## src/rtl/dmem_pkg.sv

```systemverilog
// Shared constants and types for the data-memory port: address map, access sizes,
// requester ownership and the response pipeline slot.
package dmem_pkg;

    localparam logic [31:0] DMEM_BASE        = 32'h1000_0000;
    localparam int unsigned DMEM_BYTES       = 131072;
    localparam logic [31:0] UART_TX_ADDR     = 32'h2000_0000;
    localparam int unsigned STARVE_LIMIT_DEF = 8;

    localparam logic [1:0] SZ_BYTE = 2'b00;
    localparam logic [1:0] SZ_HALF = 2'b01;
    localparam logic [1:0] SZ_WORD = 2'b10;

    localparam logic OWN_CORE = 1'b0;
    localparam logic OWN_DBG  = 1'b1;

    typedef struct packed {
        logic        we;
        logic [31:0] addr;
        logic [31:0] wdata;
        logic [1:0]  size;
        logic        sgn;
    } dmem_req_t;

    typedef struct packed {
        logic valid;
        logic owner;
        logic is_load;
        logic err;
    } rsp_slot_t;

endpackage

```

## src/rtl/dmem_access_check.sv

```systemverilog
// Pure combinational range and alignment check for one DMEM access.
// Addresses below BASE are out of range; the offset subtraction never wraps into range.
module dmem_access_check import dmem_pkg::*; #(
    parameter logic [31:0] BASE  = DMEM_BASE,
    parameter int unsigned BYTES = DMEM_BYTES
) (
    input  logic [31:0] addr,
    input  logic [1:0]  size,
    output logic        ok
);

    logic [31:0] offset;
    logic        range_ok;
    logic        align_ok;

    always_comb begin
        offset   = addr - BASE;
        range_ok = (addr >= BASE) && (offset < BYTES);
        align_ok = 1'b1;
        case (size)
            SZ_BYTE: align_ok = 1'b1;
            SZ_HALF: align_ok = ~addr[0];
            default: align_ok = (addr[1:0] == 2'b00);
        endcase
        ok = range_ok && align_ok;
    end

endmodule

```

## src/rtl/dmem_arbiter.sv

```systemverilog
// Two-requester arbiter for the single DMEM port: core has priority unless debug has
// been refused STARVE_LIMIT cycles in a row; responses return to their owner 2 cycles after grant.
module dmem_arbiter #(
    parameter logic [31:0] DMEM_BASE    = dmem_pkg::DMEM_BASE,
    parameter int unsigned DMEM_BYTES   = dmem_pkg::DMEM_BYTES,
    parameter int unsigned STARVE_LIMIT = dmem_pkg::STARVE_LIMIT_DEF
) (
    input  logic        clk,
    input  logic        rst_n,

    input  logic        core_req,
    input  logic        core_we,
    input  logic [31:0] core_addr,
    input  logic [31:0] core_wdata,
    input  logic [1:0]  core_size,
    input  logic        core_signed,
    output logic        core_gnt,
    output logic        core_rvalid,
    output logic [31:0] core_rdata,
    output logic        core_err,

    input  logic        dbg_req,
    input  logic        dbg_we,
    input  logic [31:0] dbg_addr,
    input  logic [31:0] dbg_wdata,
    input  logic [1:0]  dbg_size,
    input  logic        dbg_signed,
    output logic        dbg_gnt,
    output logic        dbg_rvalid,
    output logic [31:0] dbg_rdata,
    output logic        dbg_err,

    output logic        mem_read,
    output logic        mem_write,
    output logic [31:0] mem_addr,
    output logic [31:0] mem_wdata,
    output logic [1:0]  mem_load_size,
    output logic [1:0]  mem_store_size,
    output logic        mem_signed,
    input  logic [31:0] mem_rdata
);

    import dmem_pkg::*;

    localparam logic [7:0] LIMIT8 = 8'(STARVE_LIMIT);

    logic [7:0] starve_cnt_reg;
    logic [7:0] starve_cnt_next;
    rsp_slot_t  stage1_reg;
    rsp_slot_t  stage2_reg;
    rsp_slot_t  slot_in;

    dmem_req_t  core_r;
    dmem_req_t  dbg_r;
    dmem_req_t  sel_r;
    logic       dbg_pri;
    logic       core_gnt_int;
    logic       dbg_gnt_int;
    logic       any_gnt;
    logic       acc_ok;

    assign core_r = '{we: core_we, addr: core_addr, wdata: core_wdata, size: core_size, sgn: core_signed};
    assign dbg_r  = '{we: dbg_we,  addr: dbg_addr,  wdata: dbg_wdata,  size: dbg_size,  sgn: dbg_signed};

    // Grants are suppressed while in reset so no access can slip out before the pipeline is live.
    assign dbg_pri      = (starve_cnt_reg >= LIMIT8);
    assign core_gnt_int = rst_n & core_req & ~(dbg_req & dbg_pri);
    assign dbg_gnt_int  = rst_n & dbg_req & (~core_req | dbg_pri);
    assign any_gnt      = core_gnt_int | dbg_gnt_int;
    assign core_gnt     = core_gnt_int;
    assign dbg_gnt      = dbg_gnt_int;

    assign sel_r = dbg_gnt_int ? dbg_r : core_r;

    dmem_access_check #(
        .BASE  (DMEM_BASE),
        .BYTES (DMEM_BYTES)
    ) u_check (
        .addr (sel_r.addr),
        .size (sel_r.size),
        .ok   (acc_ok)
    );

    assign mem_read       = any_gnt & acc_ok & ~sel_r.we;
    assign mem_write      = any_gnt & acc_ok &  sel_r.we;
    assign mem_addr       = sel_r.addr;
    assign mem_wdata      = sel_r.wdata;
    assign mem_load_size  = sel_r.size;
    assign mem_store_size = sel_r.size;
    assign mem_signed     = sel_r.sgn;

    always_comb begin
        slot_in = '0;
        if (any_gnt) begin
            slot_in.valid   = 1'b1;
            slot_in.owner   = dbg_gnt_int ? OWN_DBG : OWN_CORE;
            slot_in.is_load = ~sel_r.we;
            slot_in.err     = ~acc_ok;
        end
    end

    always_comb begin
        starve_cnt_next = '0;
        if (dbg_req && !dbg_gnt_int)
            starve_cnt_next = (starve_cnt_reg == 8'hFF) ? starve_cnt_reg : starve_cnt_reg + 8'd1;
    end

    always_ff @(posedge clk or negedge rst_n) begin
        if (!rst_n) begin
            stage1_reg     <= '0;
            stage2_reg     <= '0;
            starve_cnt_reg <= '0;
        end else begin
            stage1_reg     <= slot_in;
            stage2_reg     <= stage1_reg;
            starve_cnt_reg <= starve_cnt_next;
        end
    end

    // Stage 2 lines up with the DMEM output register, so mem_rdata belongs to its slot.
    logic        port_rvalid [2];
    logic [31:0] port_rdata  [2];
    logic        port_err    [2];

    for (genvar gi = 0; gi < 2; gi++) begin : g_port
        assign port_rvalid[gi] = stage2_reg.valid && (stage2_reg.owner == 1'(gi));
        assign port_err[gi]    = port_rvalid[gi] && stage2_reg.err;
        assign port_rdata[gi]  = (port_rvalid[gi] && stage2_reg.is_load && !stage2_reg.err) ? mem_rdata : '0;
    end

    assign core_rvalid = port_rvalid[OWN_CORE];
    assign core_rdata  = port_rdata[OWN_CORE];
    assign core_err    = port_err[OWN_CORE];
    assign dbg_rvalid  = port_rvalid[OWN_DBG];
    assign dbg_rdata   = port_rdata[OWN_DBG];
    assign dbg_err     = port_err[OWN_DBG];

endmodule

```

## config.mk

```make
export PLATFORM = sky130hd
export DESIGN_NAME = dmem_arbiter
export DESIGN_NICKNAME = d
export VERILOG_FILES = /design/src/rtl/dmem_pkg.sv /design/src/rtl/dmem_access_check.sv /design/src/rtl/dmem_arbiter.sv
export SDC_FILE = /design/constraint.sdc
export NUM_CORES = 1
export LEC_CHECK = 0
export CORE_AREA = 3 3 120 122
export CTS_CLUSTER_DIAMETER = 120
export DETAILED_ROUTE_END_ITERATION = 10
export DIE_AREA = 0 0 123 125
export DONT_BUFFER_PORTS = 1
export GPL_TIMING_DRIVEN = 0
export RECOVER_POWER = 25
export SYNTH_ARGS = -nofsm -noshare
export SYNTH_HDL_FRONTEND = slang
export SYNTH_SLANG_ARGS = --single-unit
```

## constraint.sdc

```tcl
create_clock -name clk -period 2 [get_ports clk]
set_input_delay 0.2 -clock clk [delete_from_list [all_inputs] [get_ports clk]]
set_output_delay 0.2 -clock clk [all_outputs]
set_load 0.01 [all_outputs]
```

==> After elaboration in Yosys (flattened, before gate mapping) <==
Cells that the tools add are included.
W data, S select, Z words.
{ "word_totals": {"regBits": 16, "word_cells": 56} }
{ "op_classes": {"n_lt_le_gt_ge": 3, "eq_ne": 3, "n_addsub": 2, "bitwise_logic": 16, "muxes": 8, "n_reduce_logical": 15} }
{ "op_table": {"columns": ["op", "n"], "rows": [
  ["$mux W68", 1],
  ["$mux W32", 2],
  ["$ge A32 B29 Y1 const B", 1],
  ["$lt A32 B18 Y1 const B", 1],
  ["$sub A32 B29 Y32 const B", 1],
  ["$mux W8", 2],
  ["$logic_and A1 B1 Y1", 11],
  ["$add A8 B1 Y8 const B", 1],
  ["$and A1 B1 Y1", 8],
  ["$eq A8 B8 Y1 const B", 1],
  ["$ge A8 B4 Y1 const B", 1],
  ["$not A1 Y1", 6],
  ["$logic_not A2 Y1", 2],
  ["$mux W4", 1],
  ["$eq A2 B1 Y1 const B", 1],
  ["$logic_not A1 Y1", 2],
  ["$ne A2 B2 Y1 const B", 1],
  ["$or A1 B1 Y1", 2],
  ["$pmux W1 S2", 1],
  ["$mux W1", 1]
]} }

==> Logic depth before layout (Yosys ltp) <==
Gate-level depths: netlist (run 1).
{ "depth": {"depth_word": 10, "ltp_mapped": 6, "depth_no_buf": 5} }

==> By module <==
From an unflattened synthesis (run 1), not the netlist that was laid out.
{ "unflattened": {"cells_unflattened": 233, "hier_area_um2": 2387.3} }
{ "modules_own_cells": {"columns": ["mod", "cells_per_inst", "instances", "area_each_um2"], "rows": [
  ["dmem_arbiter", 226, 1, 2336.0],
  ["dmem_access_check", 7, 1, 51.3]
]} }

==> Least setup slack after synthesis (run 1) <==
Ideal clock, no wire load.
{ "synth_path": {"path_kind": "reg2out", "startpoint": "register starve_cnt_reg[3]", "endpoint": "output port mem_store_size[0]", "setup_slack_ns": -0.019, "stages_incl_launch_ff": 7, "required_ns": 1.800, "path_buffers": 3, "t_arrival_ns": 1.819, "cell_sequence": "dfrtp_1 > or3_4 > o211a_1 > buf_6 > buf_6 > mux2_4 > buf_4"} }
{ "synth_between": {"elab_chain_cells": 4} }
{ "synth_lines": {"columns": ["element", "line_no", "text"], "rows": [
  ["start, declared", "dmem_arbiter.sv:47", "logic [7:0] starve_cnt_reg;"],
  ["start signal, assigned", "dmem_arbiter.sv:116", "starve_cnt_reg <= starve_cnt_next;"],
  ["$ge A8 B4 Y1", "dmem_arbiter.sv:66", "assign dbg_pri = (starve_cnt_reg >= LIMIT8);"],
  ["$or A1 B1 Y1", "dmem_arbiter.sv:68", "assign dbg_gnt_int = rst_n & dbg_req & (~core_req | dbg_pri);"],
  ["$and A1 B1 Y1", "dmem_arbiter.sv:68", null],
  ["$mux W68", "dmem_arbiter.sv:73", "assign sel_r = dbg_gnt_int ? dbg_r : core_r;"],
  ["end, declared", "dmem_arbiter.sv:38", "output logic [1:0] mem_store_size,"]
]} }
Every way passes these cells.

==> Final worst setup path (run 1) <==
{ "layout_path": {"startpoint": "register starve_cnt_reg[4]", "endpoint": "output port mem_wdata[24]"} }
{ "layout_between": {"elab_chain_cells": 4} }
{ "layout_lines": {"columns": ["element", "line_no", "text"], "rows": [
  ["$ge A8 B4 Y1", "dmem_arbiter.sv:66", null],
  ["$or A1 B1 Y1", "dmem_arbiter.sv:68", null],
  ["$and A1 B1 Y1", "dmem_arbiter.sv:68", null],
  ["$mux W68", "dmem_arbiter.sv:73", null],
  ["end, declared", "dmem_arbiter.sv:36", "output logic [31:0] mem_wdata,"]
]} }
Every way passes these cells.

==> metrics.txt, run 1 <==
status=finished, violations left; failing checks=setup timing; Worst-Margin Slew=1.064 ns; remaining global-route overflow=0; vias in the first global route=2123; Max-Cap Viols=0; remaining antenna violation count=0; initial DRC count=54; Placer Congestion=0.8555; drt pass-1 iters=6; Die ar.=15380 um^2; Seq/Total Area, Yosys=0.1710; Setup CP Type=reg -> out; Seq cells post-synth=16; Detailed Place HPWL=9.370 mm; fin crit share=1.136; CORE AREA=13300 um^2; crit path DAT=2.07 ns; share of cells above drive strength 1=0.4221; Sw Pwr=0.3351 mW; internal power=0.8521 mW; clk sinks=16; hold crit path type=in -> reg; sequential power share=0.293; first-pass GRT wire length=14.52 mm; Synth cell types=39; antenna violations before repair=3; FILL cells=1442; count of final setup violators=71; syn_nets=414; Peak VDD IR=0.2460 mV; Routed wire per std cell=24.23 um; RSZ-0062 raised after global routing=true; Critical Path Source Type=flip-flop; skew final=0.0009326 ns; worst path buffer plus inverter count=2; power density over the cells=396.0 nW/um^2; Post-Syn Instances=240; CP max stage cell=or3b_4; largest stage delay on the critical path=0.41 ns; hold path depth=1; Starting Density=0.1761; CTS Buffer Depth=2; drt total wl=10.66 mm; Port Buffers=0; total CTS buffers=3; die width=123 um; max_slew headroom=0.2831; CP endpoint kind=output pin; max reg flops=8; CP required=1.80 ns; setup TNS=-13.41 ns; final design utilization=0.2255; fin crit period=2.272 ns; FF-to-FF path depth=5; Clock Pin Slew Worst Setup and Hold Paths=0.05 ns; clk root buf=clkbuf_16; Area Overhead vs Synth=28.06%; Post-layout nets=438; Avg Synthesized Cell Area=9.754 um^2; final worst setup slack=-0.2716 ns; Via Count=1992; FP Rows=42; Peak Freq=0.4402 GHz; synth warn=0; family with the most delay on the worst path=buffers and inverters; worst slack, placed=-0.2200 ns; leakage power=1.275 nW; CP Depth=5; switch share=0.2823; Tot GR Track Use=0.1266; DRC Markers=0; io pins=313; Via density=4.527; clock share of power=0.360; combinational power share=0.348; crit-path max FO=5; largest net degree at the start of global routing=17; Final Max Slew Viols=0; Cell Area, Synth=2341 um^2; critical-path cell list=or3b_4 -> o211a_4 -> bufbuf_16 -> clkbuf_16 -> mux2_4; worst skew pair latency=0.24 ns; H-tree Lvls=1; height of the die=125 um; endpoints failing hold=0; CTS tree=built
==> per-stage QoR <==
step	area, um^2	std cells	hold WS (ns)	power, mW
after floorplan	2352	240	-0.09559	0.6442
after global placement	2572	416	-0.09496	0.7129
after detailed placement	2572	416	-0.09515	0.7163
after CTS	2958	437	0.08027	1.198
after global routing	2998	440	0.08190	1.231
final	2998	440	0.06790	1.187
==> cell type report <==
type / count / area [um^2] / area share
multi-input cells: 204 / 1851 / 0.6173
flip-flops and latches: 16 / 401.6 / 0.1340
repair buffers: 19 / 236.5 / 0.07888
well taps: 176 / 220.2 / 0.07346
plain buffers: 16 / 182.7 / 0.06093
clock buffers: 4 / 88.84 / 0.02963
inverters: 4 / 15.01 / 0.005008
diodes: 1 / 2.502 / 0.0008347
==> cells in the mapped netlist <==
cell	instances	area, um^2
mux2_4	44	660.6
nand3_1	2	10.01
or4_1	2	15.01
nand4b_4	1	23.77
nor4_1	2	12.51
and3b_1	2	17.52
o21ai_0	6	30.03
nor4b_1	2	17.52
buf_2	2	10.01
mux2i_1	2	20.02
mux2_2	23	259.0
and2_1	67	419.2
nand4_1	2	12.51
o211a_1	2	20.02
buf_6	6	67.56
or3_4	1	11.26
nand2_1	7	26.28
a21oi_1	4	20.02
or3b_1	1	8.760
xnor2_1	1	8.760
nor2_1	11	41.29
buf_4	2	15.01
a22o_1	1	8.760
nor2b_1	2	12.51
nand4bb_1	1	11.26
inv_1	4	15.01
a211oi_1	1	7.510
ha_1	2	25.02
clkbuf_1	6	22.52
nand2b_1	1	6.260
dfrtp_1	16	400.4
o2111ai_1	1	8.760
a21oi_2	1	8.760
o211ai_1	1	7.510
and3_1	2	12.51
nor3_1	3	15.01
xor2_1	3	26.28
and4_1	2	17.52
nand4b_1	1	8.760
==> placed cells by master, fill, tap and decap left out, types with 2 or more instances in the layout <==
| cell | synthesis | layout |
|---|---|---|
| and2_1 | 67 | 66 |
| mux2_4 | 44 | 47 |
| mux2_2 | 23 | 20 |
| dfrtp_1 | 16 | 15 |
| buf_4 | 2 | 12 |
| nor2_1 | 11 | 10 |
| nand2_1 | 7 | 7 |
| buf_12 | 0 | 6 |
| o21ai_0 | 6 | 6 |
| buf_6 | 6 | 5 |
| inv_1 | 4 | 4 |
| clkbuf_2 | 0 | 4 |
| clkbuf_16 | 0 | 4 |
| a21oi_1 | 4 | 3 |
| nor3_1 | 3 | 3 |
| xor2_1 | 3 | 3 |
| buf_8 | 0 | 2 |
| nor2b_1 | 2 | 2 |
| and3b_1 | 2 | 2 |
| or4_1 | 2 | 2 |
| nor4_1 | 2 | 2 |
| nor4b_1 | 2 | 2 |
| and4_1 | 2 | 2 |
| clkbuf_1 | 6 | 2 |
| nand4_1 | 2 | 2 |
| and3_1 | 2 | 2 |
| nand3_1 | 2 | 2 |
| mux2i_1 | 2 | 2 |
| ha_1 | 2 | 2 |
==> cells by family (layout without fill, tap and decap cells) <==
| family | Yosys count | count (layout) | share of synthesized area |
|---|---|---|---|
| compound gates | 17 | 17 | 0.04757 |
| mux | 69 | 69 | 0.4014 |
| buf+inv | 20 | 43 | 0.05558 |
| simple gates | 112 | 112 | 0.2988 |
| other cells | 0 | 1 | 0 |
| fa+ha+maj | 2 | 2 | 0.01069 |
| xor+xnor | 4 | 4 | 0.01497 |
| flops | 16 | 16 | 0.1710 |
==> metal layers <==
layer / vias to the layer above / global-route usage / wire length [um]
li1: 883 / - / -
met1: 918 / 0.1328 / 3621
met2: 177 / 0.2480 / 5858
met3: 10 / 0.03794 / 1068
met4: 4 / 0.01889 / 87
met5: - / 0 / 27
==> final timing paths <==
path / start / endpoint / slack, ns
min in group asynchronous: rst_n / starve_cnt_reg[1] / 0.46
min: dbg_we / stage1_reg[1] / 0.07
max reg2reg: starve_cnt_reg[4] / stage1_reg[1] / 0.19
max in group asynchronous: rst_n / starve_cnt_reg[3] / 1.03
max: starve_cnt_reg[4] / mem_wdata[24] / -0.27
min reg2reg: stage1_reg[1] / stage2_reg[1] / 0.35
==> power by group through the flow <==
stage | Clock (mW) | Combinational [mW] | Sequential (mW)
floorplan | 0 | 0.295 | 0.349
global placement | 0 | 0.360 | 0.352
detailed placement | 0 | 0.363 | 0.353
CTS | 0.434 | 0.417 | 0.348
global route | 0.446 | 0.436 | 0.349
finish | 0.427 | 0.413 | 0.347
==> what timing repair did <==
item / in CTS / in global routing
pin swaps: 3 / 1
hold buffers: 1 / 0
setup buffers: 14 / 1
gates resized for setup: 26 / 7
setup endpoints to repair: 98 / 94
gates cloned: 2 / 1
hold endpoints to repair: 16 / 0
Note: power is estimated with default switching activity, not from simulation.
==> inputs of run 2 (changes only) <==
- HOLD_SLACK_MARGIN: unset -> 0.1
==> metrics.txt, run 2 (synthesized netlist as in run 1, its figures left out) <==
crit-path max FO=5 (unchanged); Port Buffers=0 (unchanged); Setup CP Type=reg -> out; largest net degree at the start of global routing=18 (+1); Peak VDD IR=0.2466 mV (+0.22%); Via density=4.514 (-0.30%); Worst-Margin Slew=1.060 ns (-0.004040 ns); CP endpoint kind=output pin; Placer Congestion=0.8555 (unchanged); overall power=1.191 mW (+0.36%); DRC Markers=0 (unchanged); Die ar.=15380 um^2 (unchanged); vias in the first global route=2129 (+0.28%); Routed wire per std cell=24.31 um (+0.30%); family with the most delay on the worst path=buffers and inverters; largest stage delay on the critical path=0.41 ns (about the same); initial DRC count=56 (+3.7%); max_slew headroom=0.2858 (+0.002721); Tot GR Track Use=0.1272 (+0.0006486); Starting Density=0.1761 (unchanged); max reg flops=8 (unchanged); Peak Freq=0.4405 GHz (about the same); Sw Pwr=0.3368 mW (+0.51%); io pins=313 (unchanged); share of cells above drive strength 1=0.4189 (-0.003185); status=finished, violations left; Area Overhead vs Synth=28.91%; count of final setup violators=71 (unchanged); Via Count=1995 (+0.15%); drt total wl=10.74 mm (+0.76%); sequential power share=0.292 (about the same); crit path DAT=2.07 ns (about the same); FP Rows=42 (unchanged); CTS Buffer Depth=2 (unchanged); first-pass GRT wire length=14.58 mm (+0.43%); clk sinks=16 (unchanged); dpl cells=416 (unchanged); Detailed Place HPWL=9.370 mm (unchanged); critical-path cell list=or3b_4 -> o211a_4 -> bufbuf_16 -> clkbuf_16 -> mux2_4; CTS tree=built; hold path depth=2 (+1); failing checks=setup timing; hold crit path type=in -> reg; remaining global-route overflow=0 (unchanged); commonest non-fill, non-tap cells in the layout=65 x and2_1, 47 x mux2_4, 20 x mux2_2; Post-layout nets=440 (+0.46%); clock share of power=0.359 (about the same); total CTS buffers=3 (unchanged); Clock Pin Slew Worst Setup and Hold Paths=0.05 ns (about the same); drt pass-1 iters=4 (-2); Critical Path Source Type=flip-flop; CP max stage cell=or3b_4; final cell count without fillers=442 (+0.45%); remaining antenna violation count=0 (unchanged); final worst setup slack=-0.2703 ns (+0.001205 ns); worst slack, placed=-0.2200 ns (unchanged); CORE AREA=13300 um^2 (unchanged); Max-Cap Viols=0 (unchanged); leakage power=1.283 nW (+0.59%); hold_ws=0.1735 ns (+0.1056 ns); worst path buffer plus inverter count=2 (unchanged); RSZ-0062 raised after global routing=true; worst skew pair latency=0.24 ns (about the same); CP required=1.80 ns (about the same); Final Max Slew Viols=0 (unchanged); endpoints failing hold=0 (unchanged); clk root buf=clkbuf_16; skew final=0.0007154 ns (-0.0002172 ns); fin crit period=2.270 ns (-0.001205 ns); H-tree Lvls=1 (unchanged); power density over the cells=394.8 nW/um^2 (-0.31%); height of the die=125 um (unchanged); die width=123 um (unchanged); FF-to-FF path depth=5 (unchanged); antenna violations before repair=3 (unchanged); combinational power share=0.350 (+0.002); commonest non-fill, non-tap cell in the layout=and2_1; CP Depth=5 (unchanged); fin crit share=1.135 (about the same); switch share=0.2827 (+0.0004304); internal power=0.8546 mW (+0.30%)
## run 2: timing repair
item / 4_1_cts / 5_1_grt
hold endpoints to repair: 18 / 0
gates resized for setup: 26 / 7
hold buffers: 3 / 0
setup buffers: 14 / 1
setup endpoints to repair: 98 / 94
cloned: 2 / 1
pin swaps: 3 / 1
## run 2: final cells by class
| cell class | instances | area [um^2] |
|---|---|---|
| Buffer | 16 | 182.7 |
| Antenna cell | 1 | 2.502 |
| Clock buffer | 4 | 88.84 |
| Timing Repair Buffer | 21 | 256.5 |
| Multi-Input combinational cell | 204 | 1851 |
| Fill cell | 1441 | 10280 |
| Sequential cell | 16 | 401.6 |
| Inverter | 4 | 15.01 |
| Tap cell | 176 | 220.2 |
## run 2: power groups by stage
stage	registers (mW)	clock network [mW]	logic, mW
4_1_cts	0.348	0.434	0.421
6_report	0.347	0.427	0.417
5_1_grt	0.349	0.446	0.441
2_1_floorplan	0.349	0	0.295
3_3_place_gp	0.352	0	0.360
3_5_place_dp	0.353	0	0.363
## run 2: metal layers
metal,share of wire,GRT usage
met4,0.0076,0.01889
met2,0.55,0.2496
met3,0.099,0.03794
met5,0.0025,0
met1,0.34,0.1333
## run 2: worst paths after layout
check                           slack (ns)                 to         startpoint
worst max-delay path                 -0.27      mem_wdata[24]  starve_cnt_reg[4]
worst min-delay path                  0.17      stage1_reg[1]            core_we
worst max register to register        0.19      stage1_reg[1]  starve_cnt_reg[4]
worst min register to register        0.34      stage2_reg[1]      stage1_reg[1]
max in group asynchronous             1.00  starve_cnt_reg[3]              rst_n
min in group asynchronous             0.47  starve_cnt_reg[1]              rst_n
## run 2: stage by stage
stage               instance area [um^2]    util  setup TNS (ns)
floorplan                           2352       -               0
global placement                    2572  0.1935          -3.537
detailed placement                  2572  0.1935          -4.163
CTS                                 2978  0.2240          -14.13
global route                        3018  0.2270          -18.29
finish                              3018  0.2270          -13.34
==> inputs of run 3 (changes only) <==
- TNS_END_PERCENT: unset -> 30
==> metrics.txt, run 3 (synthesized netlist as in run 1, its figures left out) <==
CP most frequent cell=buf_12; crit-path max FO=8 (+3); commonest non-fill, non-tap cell in the layout=and2_1; skew final=0.005913 ns (+0.005197 ns); crit path DAT=2.09 ns (+0.02 ns); Setup CP Type=reg -> out; largest net degree at the start of global routing=18 (unchanged); Critical Path Source Type=flip-flop; endpoints failing hold=0 (unchanged); GRT met3 Usage=0.02665 (-0.01129); hold path depth=2 (unchanged); Port Buffers=0 (unchanged); largest stage delay on the critical path=0.41 ns (about the same); family with the most delay on the worst path=buffers and inverters; Area Overhead vs Synth=22.23%; max reg flops=8 (unchanged); max_slew headroom=0.2943 (+0.008497); die width=123 um (unchanged); drt total wl=10.91 mm (+1.5%); clk root buf=clkbuf_16; critical-path cell list=or3b_4 -> o211a_4 -> buf_12 -> buf_12 -> mux2_4 -> buf_6; CP required=1.80 ns (about the same); Placer Congestion=0.8379 (-2.1%); worst slack, placed=-0.2236 ns (-0.003633 ns); worst path buffer plus inverter count=3 (+1); initial DRC count=64 (+14%); Max-Cap Viols=0 (unchanged); Peak VDD IR=0.2452 mV (-0.54%); Clock Pin Slew Worst Setup and Hold Paths=0.05 ns (about the same); DRC Markers=0 (unchanged); io pins=313 (unchanged); clk sinks=16 (unchanged); Diodes inserted=0 (-1); remaining antenna violation count=0 (unchanged); FP Rows=42 (unchanged); hold crit path type=in -> reg; CTS tree=built; register area=401.6 um^2 (unchanged); antenna violations before repair=0 (-3); first-pass GRT wire length=14.60 mm (+0.14%); final cell count without fillers=435 (-1.6%); Die ar.=15380 um^2 (unchanged); GR Layer Usage met1=0.1402 (+0.006848); Via density=4.662 (+3.3%); Tot GR Track Use=0.1288 (+0.001563); power density over the cells=409.3 nW/um^2 (+3.7%); remaining global-route overflow=0 (unchanged); status=finished, violations left; dpl cells=416 (unchanged); leakage power=1.219 nW (-5.0%); RSZ-0062 raised after global routing=true; final worst setup slack=-0.2855 ns (-0.01518 ns); CORE AREA=13300 um^2 (unchanged); GRT busiest layer=met2; CP max stage cell=or3b_4; Via Count=2028 (+1.7%); height of the die=125 um (unchanged); count of final setup violators=72 (+1.4%); failing checks=setup timing; CTS Buffer Depth=2 (unchanged); Final Max Slew Viols=0 (unchanged); H-tree Lvls=1 (unchanged); Post-layout nets=434 (-1.4%); commonest non-fill, non-tap cells in the layout=66 x and2_1, 46 x mux2_4, 21 x mux2_2; Detailed Place HPWL=9.623 mm (+2.7%); Starting Density=0.1761 (unchanged); CP Depth=6 (+1); Routed wire per std cell=25.07 um (+3.2%); drt pass-1 iters=4 (unchanged); FF-to-FF path depth=5 (unchanged); fin crit period=2.286 ns (+0.01518 ns); area of the multi-input gates=1841 um^2 (-0.54%); FILL cells=1411 (-2.1%); routing usage on met2=0.2596 (+0.009971); Worst-Margin Slew=1.048 ns (-0.01261 ns); fin crit share=1.143 (+0.007588); CP endpoint kind=output pin; share of cells above drive strength 1=0.4093 (-0.009602); vias in the first global route=2062 (-3.1%); Peak Freq=0.4375 GHz (-0.66%); worst skew pair latency=0.25 ns (about the same); total CTS buffers=3 (unchanged)
## run 3: changes by cell type in the layout (fill, tap and decap cells not counted), sizes merged
cell / before / now
bufbuf: 1 / 0
buf: 26 / 22
clkbuf: 11 / 10
diode: 1 / 0
## run 3: repair_timing
item	in CTS	in global routing
pin swaps	2	2
gates resized for setup	15	12
endpoints found under the hold margin	17	1
hold buffers	2	1
endpoints found under the setup margin	90	96
setup buffers	7	5
## run 3: through the flow
stage | total power, mW | instance area (um^2) | setup TNS, ns | hold slack, ns | util
floorplan | 0.6430 | 2349 | -0.004035 | -0.09559 | -
global placement | 0.7183 | 2569 | -4.677 | -0.09499 | 0.1932
detailed placement | 0.7240 | 2569 | -4.766 | -0.09503 | 0.1932
CTS | 1.179 | 2791 | -12.91 | 0.1021 | 0.2100
global route | 1.215 | 2861 | -14.76 | 0.2211 | 0.2152
finish | 1.171 | 2861 | -12.26 | 0.1915 | 0.2152
## run 3: report_power, final
part	internal [mW]	switching, mW	total [mW]
sequential	0.338	0.00970	0.348
clock	0.304	0.127	0.430
combinational	0.188	0.204	0.393
## run 3: routing by layer
layer	vias up	routed length, um	part of all wire
li1	875	-	-
met1	958	3851	0.35
met2	193	6068	0.56
met3	2	966	0.089
met4	0	21	0.0019
met5	-	0	0
## run 3: final timing paths
check                             startpoint                 to  slack, ns
max                        starve_cnt_reg[4]  mem_store_size[0]      -0.29
min                                  core_we      stage1_reg[1]       0.19
max reg2reg                starve_cnt_reg[4]      stage1_reg[1]       0.09
min reg2reg                    stage1_reg[3]      stage2_reg[3]       0.35
max in group asynchronous              rst_n  starve_cnt_reg[3]       1.03
min in group asynchronous              rst_n  starve_cnt_reg[1]       0.46
## run 3: area by class of cell
class,instances,share of cell area
multi-input cells,204,0.6432
flip-flops and latches,16,0.1404
well taps,176,0.07696
plain buffers,16,0.05684
repair buffers,15,0.04635
clock buffers,4,0.03105
inverters,4,0.005247
## run 3: worst reg2reg max path, delay by kind of cell, from the launching register on
family                 cells  cell delay (ns)
AO/OA/AOI/OAI              2             0.67
buffers and inverters      2             0.31
AND/OR/NAND/NOR            1             0.41
flip-flops                 1             0.38
